==> config.mk <==
export PLATFORM = sky130hd
export DESIGN_NAME = gate_bist_ctrl_flat
export DESIGN_NICKNAME = d
export VERILOG_FILES = /design/src/rtl/gate_bist_pkg.sv /design/src/rtl/gate_bist_ctrl_if.sv /design/src/rtl/gate_bist_ctrl.sv /design/src/flat_wrapper.sv
export SDC_FILE = /design/constraint.sdc
export NUM_CORES = 1
export LEC_CHECK = 0
export ABC_AREA = 1
export BUFFER_PORTS_ARGS = -buffer_cell sky130_fd_sc_hd__buf_2
export CORE_MARGIN = 8
export CORE_UTILIZATION = 45
export DETAILED_ROUTE_END_ITERATION = 7
export PLACE_DENSITY = 0.67
export SLEW_MARGIN = 30
export SYNTH_ARGS = -nofsm -noshare
export SYNTH_HDL_FRONTEND = slang
export SYNTH_SLANG_ARGS = --single-unit
==> constraint.sdc <==
create_clock -name clk -period 1.72 [get_ports clk]
set_input_delay 0.344 -clock clk [delete_from_list [all_inputs] [get_ports clk]]
set_output_delay 0.344 -clock clk [all_outputs]
set_load 0.05 [all_outputs]
==> src/rtl/gate_bist_pkg.sv <==
// Shared types and constants for the gates-unit BIST sequencer.
// Latency: n/a (declarations only).
// Backpressure: n/a.
package gate_bist_pkg;

  typedef enum logic [1:0] {
    ST_IDLE,
    ST_SETTLE,
    ST_CHECK,
    ST_DONE
  } state_t;

  // Bit positions of each gate output within gate_y
  localparam int Y_AND  = 0;
  localparam int Y_NAND = 1;
  localparam int Y_OR   = 2;
  localparam int Y_NOR  = 3;
  localparam int Y_NOTA = 4;
  localparam int Y_XOR  = 5;
  localparam int Y_XNOR = 6;

  localparam int NUM_VEC = 4;
  localparam int Y_W     = 7;

  // What a healthy gates unit produces for inputs a, b
  function automatic logic [Y_W-1:0] gate_expect(input logic a, input logic b);
    logic [Y_W-1:0] y;
    y         = '0;
    y[Y_AND]  = a & b;
    y[Y_NAND] = ~(a & b);
    y[Y_OR]   = a | b;
    y[Y_NOR]  = ~(a | b);
    y[Y_NOTA] = ~a;
    y[Y_XOR]  = a ^ b;
    y[Y_XNOR] = ~(a ^ b);
    return y;
  endfunction

endpackage

==> src/rtl/gate_bist_ctrl_if.sv <==
// Signal bundle between the BIST sequencer and its environment (host + gates unit).
// Latency: n/a (wiring only).
// Backpressure: none; start/abort are level requests sampled by the sequencer.
interface gate_bist_ctrl_if;
  import gate_bist_pkg::*;

  logic               start;
  logic               abort;
  logic               gate_a;
  logic               gate_b;
  logic [Y_W-1:0]     gate_y;
  logic               busy;
  logic               done;
  logic               pass;
  logic [NUM_VEC-1:0] fail_vec;
  logic [Y_W-1:0]     fail_bits;
  logic [7:0]         err_count;

  // Environment side: issues requests, closes the loop through the gates unit
  modport master (
    output start, abort, gate_y,
    input  gate_a, gate_b, busy, done, pass, fail_vec, fail_bits, err_count
  );

  // Sequencer side
  modport slave (
    input  start, abort, gate_y,
    output gate_a, gate_b, busy, done, pass, fail_vec, fail_bits, err_count
  );

endinterface

==> src/rtl/gate_bist_ctrl.sv <==
// Sweeps gates-unit inputs through 00,01,10,11, samples after a settle time, accumulates mismatches.
// Latency: 4*LOOPS*(SETTLE_CYCLES+1) cycles from accepted start to done; all outputs registered.
// Backpressure: start ignored while busy; abort cancels a run in SETTLE/CHECK without a done pulse.
module gate_bist_ctrl
  import gate_bist_pkg::*;
#(
  parameter int SETTLE_CYCLES = 2,
  parameter int LOOPS         = 1
) (
  input logic             clk,
  input logic             rst_n,
  gate_bist_ctrl_if.slave bus
);

  localparam logic [7:0] SETTLE_LOAD = 8'(SETTLE_CYCLES - 1);
  localparam logic [7:0] LAST_LOOP   = 8'(LOOPS - 1);

  state_t             state, state_nxt;
  logic [7:0]         settle_cnt;
  logic [7:0]         loop_cnt;
  logic [1:0]         vec;        // {a,b} currently driven
  logic               busy_q, done_q, pass_q;
  logic [NUM_VEC-1:0] fail_vec_q;
  logic [Y_W-1:0]     fail_bits_q;
  logic [7:0]         err_q;

  logic               run_start, run_abort, do_check, last_vec;
  logic [Y_W-1:0]     mis;

  assign bus.gate_a    = vec[1];
  assign bus.gate_b    = vec[0];
  assign bus.busy      = busy_q;
  assign bus.done      = done_q;
  assign bus.pass      = pass_q;
  assign bus.fail_vec  = fail_vec_q;
  assign bus.fail_bits = fail_bits_q;
  assign bus.err_count = err_q;

  // State register
  always_ff @(posedge clk or negedge rst_n) begin
    if (!rst_n) state <= ST_IDLE;
    else        state <= state_nxt;
  end

  // Next-state decode plus the per-cycle control strobes for the datapath
  always_comb begin
    state_nxt = state;
    run_start = 1'b0;
    run_abort = 1'b0;
    do_check  = 1'b0;
    mis       = bus.gate_y ^ gate_expect(vec[1], vec[0]);
    last_vec  = (vec == 2'd3) && (loop_cnt == LAST_LOOP);
    case (state)
      ST_IDLE: begin
        if (bus.start && !bus.abort) begin
          state_nxt = ST_SETTLE;
          run_start = 1'b1;
        end
      end
      ST_SETTLE: begin
        if (bus.abort) begin
          state_nxt = ST_IDLE;
          run_abort = 1'b1;
        end else if (settle_cnt == 8'd0) begin
          state_nxt = ST_CHECK;
        end
      end
      ST_CHECK: begin
        if (bus.abort) begin
          state_nxt = ST_IDLE;
          run_abort = 1'b1;
        end else begin
          do_check  = 1'b1;
          state_nxt = last_vec ? ST_DONE : ST_SETTLE;
        end
      end
      ST_DONE:  state_nxt = ST_IDLE;
      default:  state_nxt = ST_IDLE;
    endcase
  end

  // Vector stepping, settle/loop counting and result accumulation
  always_ff @(posedge clk or negedge rst_n) begin
    if (!rst_n) begin
      settle_cnt  <= '0;
      loop_cnt    <= '0;
      vec         <= '0;
      busy_q      <= 1'b0;
      done_q      <= 1'b0;
      pass_q      <= 1'b0;
      fail_vec_q  <= '0;
      fail_bits_q <= '0;
      err_q       <= '0;
    end else begin
      done_q <= 1'b0;
      if (run_start) begin
        settle_cnt  <= SETTLE_LOAD;
        loop_cnt    <= '0;
        vec         <= '0;
        busy_q      <= 1'b1;
        pass_q      <= 1'b0;
        fail_vec_q  <= '0;
        fail_bits_q <= '0;
        err_q       <= '0;
      end else if (run_abort) begin
        // partial sticky results are kept for post-mortem
        busy_q <= 1'b0;
        vec    <= '0;
        pass_q <= 1'b0;
      end else if (do_check) begin
        if (mis != '0) begin
          fail_bits_q     <= fail_bits_q | mis;
          fail_vec_q[vec] <= 1'b1;
          if (err_q != 8'hFF) err_q <= err_q + 8'd1;
        end
        if (last_vec) begin
          done_q <= 1'b1;
          pass_q <= (fail_vec_q == '0) && (mis == '0);
        end else begin
          vec        <= vec + 2'd1;
          settle_cnt <= SETTLE_LOAD;
          if (vec == 2'd3) loop_cnt <= loop_cnt + 8'd1;
        end
      end else if (state == ST_SETTLE) begin
        if (settle_cnt != 8'd0) settle_cnt <= settle_cnt - 8'd1;
      end else if (state == ST_DONE) begin
        busy_q <= 1'b0;
        vec    <= '0;
      end
    end
  end

endmodule

==> src/flat_wrapper.sv <==
// flat-port wrapper written by rule: the top's interface ports become plain ports
module gate_bist_ctrl_flat import gate_bist_pkg::*;
#(
  parameter int SETTLE_CYCLES = 2,
  parameter int LOOPS         = 1
)
  (clk, rst_n, bus_start, bus_abort, bus_gate_y, bus_gate_a, bus_gate_b, bus_busy, bus_done, bus_pass, bus_fail_vec, bus_fail_bits, bus_err_count);
  gate_bist_ctrl_if bus_i ();
  input logic clk;
  input logic rst_n;
  input wire logic [$bits(bus_i.start)-1:0] bus_start;
  input wire logic [$bits(bus_i.abort)-1:0] bus_abort;
  input wire logic [$bits(bus_i.gate_y)-1:0] bus_gate_y;
  output wire logic [$bits(bus_i.gate_a)-1:0] bus_gate_a;
  output wire logic [$bits(bus_i.gate_b)-1:0] bus_gate_b;
  output wire logic [$bits(bus_i.busy)-1:0] bus_busy;
  output wire logic [$bits(bus_i.done)-1:0] bus_done;
  output wire logic [$bits(bus_i.pass)-1:0] bus_pass;
  output wire logic [$bits(bus_i.fail_vec)-1:0] bus_fail_vec;
  output wire logic [$bits(bus_i.fail_bits)-1:0] bus_fail_bits;
  output wire logic [$bits(bus_i.err_count)-1:0] bus_err_count;
  assign bus_i.start = bus_start;
  assign bus_i.abort = bus_abort;
  assign bus_i.gate_y = bus_gate_y;
  assign bus_gate_a = bus_i.gate_a;
  assign bus_gate_b = bus_i.gate_b;
  assign bus_busy = bus_i.busy;
  assign bus_done = bus_i.done;
  assign bus_pass = bus_i.pass;
  assign bus_fail_vec = bus_i.fail_vec;
  assign bus_fail_bits = bus_i.fail_bits;
  assign bus_err_count = bus_i.err_count;
  gate_bist_ctrl #(.SETTLE_CYCLES(SETTLE_CYCLES), .LOOPS(LOOPS)) u_core (.clk(clk), .rst_n(rst_n), .bus(bus_i));
endmodule
Word-level counts from Yosys, hierarchy flattened
Index checks and enable logic that the tools add are counted.
W data, S select, Z words.

word-level totals
  register bits = 42
  bits in latches = 0
  RAM bits = 0
  memory bits (read-only) = 0
  bits of input ports = 11
  output and inout bits = 24
  memories = 0

cells by class
  add/subtract/negate cells = 4
  multiply operators = 0
  divide/modulo/power cells = 0
  $lt $le $gt $ge = 2
  eq/ne operators = 14
  shift-type cells = 0
  multiplexer cells = 57
  bitwise logic cells = 10
  reduce and logical (&&, ||, !) cells = 31

operators by type and width
  operator               number
  $mux W8                16
  $mux W7                4
  $mux W2                11
  $mux W1                20
  $add A8 B1 Y8 const B  2
  $logic_not A8 Y1       2
  $mux W4                4
  $reduce_bool A3 Y1     5
  $reduce_and A4 Y1      3
  $reduce_and A3 Y1      3
  $ne A8 B8 Y1 const B   1
  $pmux W2 S4            1
  $reduce_bool A2 Y1     4
  $reduce_bool A8 Y1     1
  $sub A8 B1 Y8 const B  1
  $logic_not A7 Y1       1
  $or A7 B7 Y7           1
  $reduce_bool A7 Y1     1
  $xor A7 B7 Y7          1
  $eq A2 B2 Y1 const B   3
  $ne A2 B1 Y1 const B   3
  $ne A3 B1 Y1 const B   2
  $ne A3 B2 Y1 const B   2
  $logic_and A1 B1 Y1    4
  other kinds (18)       22

Depth between registers and ports, before layout
  depth after elaboration = 9
  gate-level depth with buffers = 12
  mapped depth without buffers = 11

Least setup slack after synthesis
OpenSTA, ideal clock, no wires.

  path kind = register to register
  start point = register u_core.vec[0]
  end point = register u_core.fail_vec_q[0], in the netlist u_core.bus.fail_vec[0]
  arrival = 2,037 ps
  required time = 1,592 ps
  setup slack = -445 ps
  cell stages (with the launch flop) = 12
  path buffers = 1
  clock period less this slack = 2,165 ps
  path through = dfrtp_1 inv_1 ha_1 inv_1 nand2_1 nand2_1 nand2_1 nor2_1 nand3_4 nand2_2 buf_4 o21ai_0

between the ends
  word-level cells in the longest chain between the ends = 9
  elaborated cells on any way between the ends = 20
  classes of those cells = 2 x order compare; 6 x mux; 8 x bitwise; 4 x reduce/logical

RTL lines
  what                                                                       line                   text
  start: declaration                                                         gate_bist_ctrl.sv:21   logic [1:0] vec;
  start signal: assignment                                                   gate_bist_ctrl.sv:120  vec <= vec + 2'd1;
  $lt A2 B3 Y1 (implied by the code) / $ge A2 B1 Y1 (equally long branches)  gate_bist_ctrl.sv:113  fail_vec_q[vec] <= 1'b1;
  $logic_and A1 B1 Y1 (implied by the code)                                  gate_bist_ctrl.sv:113
  $mux W1 (implied by the code)                                              gate_bist_ctrl.sv:113
  $demux W1 S2                                                               n/a
  $or A4 B4 Y4 (no line)                                                     n/a
  $mux W4                                                                    gate_bist_ctrl.sv:111  if (mis != '0) begin
  $mux W4                                                                    gate_bist_ctrl.sv:110  end else if (do_check) begin
  $mux W4                                                                    gate_bist_ctrl.sv:105  end else if (run_abort) begin
  $mux W4                                                                    gate_bist_ctrl.sv:96   if (run_start) begin
  end signal: assignment                                                     gate_bist_ctrl.sv:91   fail_vec_q <= '0;
  end signal: assignment                                                     gate_bist_ctrl.sv:102  fail_vec_q <= '0;
  end signal: indexed assignment                                             gate_bist_ctrl.sv:113
  end: declaration                                                           gate_bist_ctrl.sv:23   logic [NUM_VEC-1:0] fail_vec_q;

Several ways; a longest one is shown, not always the timed one. The select of a mux whose other input is x is not followed.
A chain may end at the register's enable or synchronous reset.

Final worst setup path
  start point = register u_core.vec[0]
  end point = register u_core.err_q[1], in the netlist u_core.bus.err_count[1]

between the ends
  word-level cells in the longest chain between the ends = 6
  elaborated cells on any way between the ends = 10
  classes of those cells = 7 x bitwise; 3 x reduce/logical

RTL lines
  what                                         line                                                           text
  $and A1 B1 Y1, or another cell as far along  gate_bist_pkg.sv:29, gate_bist_pkg.sv:30
  $not A1 Y1, on equally long branches         gate_bist_pkg.sv:30, gate_bist_pkg.sv:32, gate_bist_pkg.sv:35
  $xor A7 B7 Y7 (*)                            gate_bist_ctrl.sv:51                                           mis = bus.gate_y ^ gate_expect(vec[1], vec[0]);
  $reduce_bool A7 Y1 (*)                       gate_bist_ctrl.sv:111
  $reduce_bool A2 Y1 (no line) (*)             n/a
  $reduce_and A4 Y1 (no line) (*)              n/a
  end signal: assignment                       gate_bist_ctrl.sv:114                                          if (err_q != 8'hFF) err_q <= err_q + 8'd1;
  end: declaration                             gate_bist_ctrl.sv:25                                           logic [7:0] err_q;

Every way passes the cells marked *; elsewhere a longest branch is shown, timed or not.

==> impl_metrics.yaml <==
power:
  powerDensity_nw_per_um2: 1660
  p_total_w: 0.00566
  p_leak_nw: 1.79
  ir_drop_v: 0.00116
run_status:
  failed_checks: "negative setup slack"
  outcome: "complete, but fails checks"
global_route:
  grt_pass1_vias: 2378
  grt_use_total: 0.149
  grt_first_pass_wirelength_um: 10700
  antenna_found_initial: 0
  grt_max_degree: 27
  overflow: 0
sta:
  period_share: 1.01
  slew_headroom: 0.717
  hold_viol: 0
  min_period_ns: 1.73
  fmax_mhz: 578
  rsz0062_at_grt: "yes"
  setup_violations: 5
  tightest_slew_ns: 0.425
  slew_violations: 0
  skew_ns: 0.00787
  setup_slack_ns: -0.0115
setup_path:
  path_max_fanout: 8
  cp_slowest_stage_delay_ns: 0.44
  path_common_cell: "nand2_2"
  crit_family: "simple AND/OR/NAND/NOR gates"
  slowest_stage: "dfrtp_2"
  end_kind: "flip-flop"
  worst-endpoint-arrival_ns: 1.97
  cp_cell_sequence: "inv_2 > ha_4 > inv_4 > nand2_2 > nand2_2 > nand2_2 > nor2_4 > nand3_4 > buf_12 > nand3_4 > nand2_1 > nand2_1"
  required_ns: 1.96
  cp-start-kind: "flip-flop"
  critPathKind: "flip-flop to flip-flop"
  timing.critical_path.buf_inv: 3
yosys:
  postSynthCellCount: 366
  synth_edf_count: 0
  netlist_area_um2: 2700
  synth_top_area_share: 0.389
  synth_fp_nets: 392
  ys_warn_count: 0
  synth-main-ff-cell: "dfrtp_1"
  yosys-top-cells-area: "dfrtp_1 (39%), nand2_1 (16%), ha_1 (6.9%)"
  yosysSeqAreaShare: 0.389
  synthArstFlopShare: 1.00
  postSynthAreaPerCell_um2: 7.38
  ys_ff_latch: 42
  yosys.area.top_type: "dfrtp_1"
  ys_types: 28
floorplan:
  core_um2: 5850
  die_y_um: 93.5
  die-area_um2: 8740
  io_pins: 35
  fp-row-count: 28
  die_x_um: 93.5
  start_util: 0.462
cells_and_area:
  final_cells: 499
  drive_gt1_frac: 0.267
  seqCellArea_um2: 1060
  final_common_cell: "nand2_1"
  antenna_cells: 0
  area_delta_synth_final_pct: 26.3
  final_cell_mix: "nand2_1 (106), inv_1 (38), nor2_1 (38), dfrtp_1 (37), buf_2 (34)"
  fillers: 518
  final_util: 0.583
  postLayoutCellArea_um2: 3410
  multi_input_area_um2: 1540
  finalNetCount: 449
worst_hold_path:
  holdCritPathClass: "flip-flop to flip-flop"
clock_tree:
  clockBufferDepth: 2
  numCtsBuffers: 5
  cts_tree: "done"
  cts_htree_levels: 2
  clkSinkCount: 42
  clk_latency_ns: 0.30
  clk_pin_slew_ns: 0.09
  root_buffer: "clkbuf_8"
route:
  vias_per_cell: 4.90
  avgRoutedWirePerCell_um: 12.5
  drc_errors: 0
  dr.pass1.iters: 4
  first_iter_violations: 125
  totalWireLength_um: 6250
  antenna_left: 0
  num_vias: 2445
placement:
  dp_cells: 485
  gp_congestion: 0.798
  io_buffers: 34
  hpwl_um: 4440
  place_ws_ns: 0.0108
  post_dp_cell_area_um2: 3100
flow_run:
  maxCapViolations: 0
[registers in the layout, summed over array words and instances, names as in the netlist]
register	count
u_core.bus.err_count	8
u_core.loop_cnt	8
u_core.settle_cnt	8
u_core.bus.fail_bits	7
u_core.bus.fail_vec	4
u_core.state	2
u_core.vec	2
u_core.bus.busy	1
u_core.bus.done	1
u_core.bus.pass	1
[synth_stat cells (5+ instances only)]
cell type / n
inv_1: 42
o21ai_2: 8
nor2_1: 40
nand4_1: 13
nor3_1: 5
xnor2_1: 5
xor2_1: 5
o21ai_0: 32
nand3_1: 10
dfrtp_1: 42
nand2_1: 115
ha_1: 15
[worst min-delay path, cell delays in order, from the launching register on]
cell and delay [ns]:
dfrtp_1 0.35, nand2_1 0.06, o21ai_2 0.05
[power breakdown]
| part | switching (W) | internal [W] |
|---|---|---|
| sequential | 0.000263 | 0.00131 |
| clock | 0.000383 | 0.000582 |
| combinational | 0.00203 | 0.00109 |
[per-layer routing]
metal / share of wire / vias up / global-route usage
met3: 0.055 / 5 / 0.0457
met5: 0 / - / 0
met1: 0.47 / 1124 / 0.185
li1: - / 1275 / -
met4: 0.010 / 0 / 0.0430
met2: 0.47 / 41 / 0.241
[what timing repair did]
item                       CTS  global route
gates resized for setup      4            22
pin swaps                    0             7
buffers inserted             0             4
hold buffers                 1             0
hold endpoints to repair    16             0
setup endpoints to repair    5            37
cloned                       0             1
[final timing paths]
| path | startpoint | end | slack, ns | cells past startpoint |
|---|---|---|---|---|
| max | u_core.vec[0] | u_core.bus.err_count[1] | -0.01 | 12 |
| min | u_core.settle_cnt[1] | u_core.settle_cnt[1] | 0.49 | 2 |
| max reg2reg | u_core.vec[0] | u_core.bus.err_count[1] | -0.01 | 12 |
| min reg2reg | u_core.settle_cnt[1] | u_core.settle_cnt[1] | 0.49 | 2 |
| max in group asynchronous | rst_n | u_core.bus.err_count[2] | 0.73 | 3 |
| min in group asynchronous | rst_n | u_core.settle_cnt[7] | 0.50 | 2 |
[cell families after synthesis]
logic type | share of synthesized area
and+or+nand+nor | 0.319
buffers and inverters | 0.0870
AOI/OAI and AO/OA | 0.104
DFF | 0.389
adders and majority gates | 0.0694
xor gates and xnor gates | 0.0324
[stage by stage]
stage | hold WS, ns | TNS, ns
floorplan | 0.0484 | -1.29
detailed placement | 0.307 | 0
finish | 0.487 | -0.0349
CTS | 0.490 | -0.000937
global placement | 0.311 | 0
global route | 0.521 | -1.38
[cell type report]
type | instances | area share
sequential | 42 | 0.310
clock buffer | 5 | 0.0202
clock inverter | 3 | 0.0202
timing repair buffer | 58 | 0.121
multi-input combinational | 270 | 0.451
inverter | 46 | 0.0513
tap | 75 | 0.0275
No activity file was read; power rests on OpenSTA's default activity.
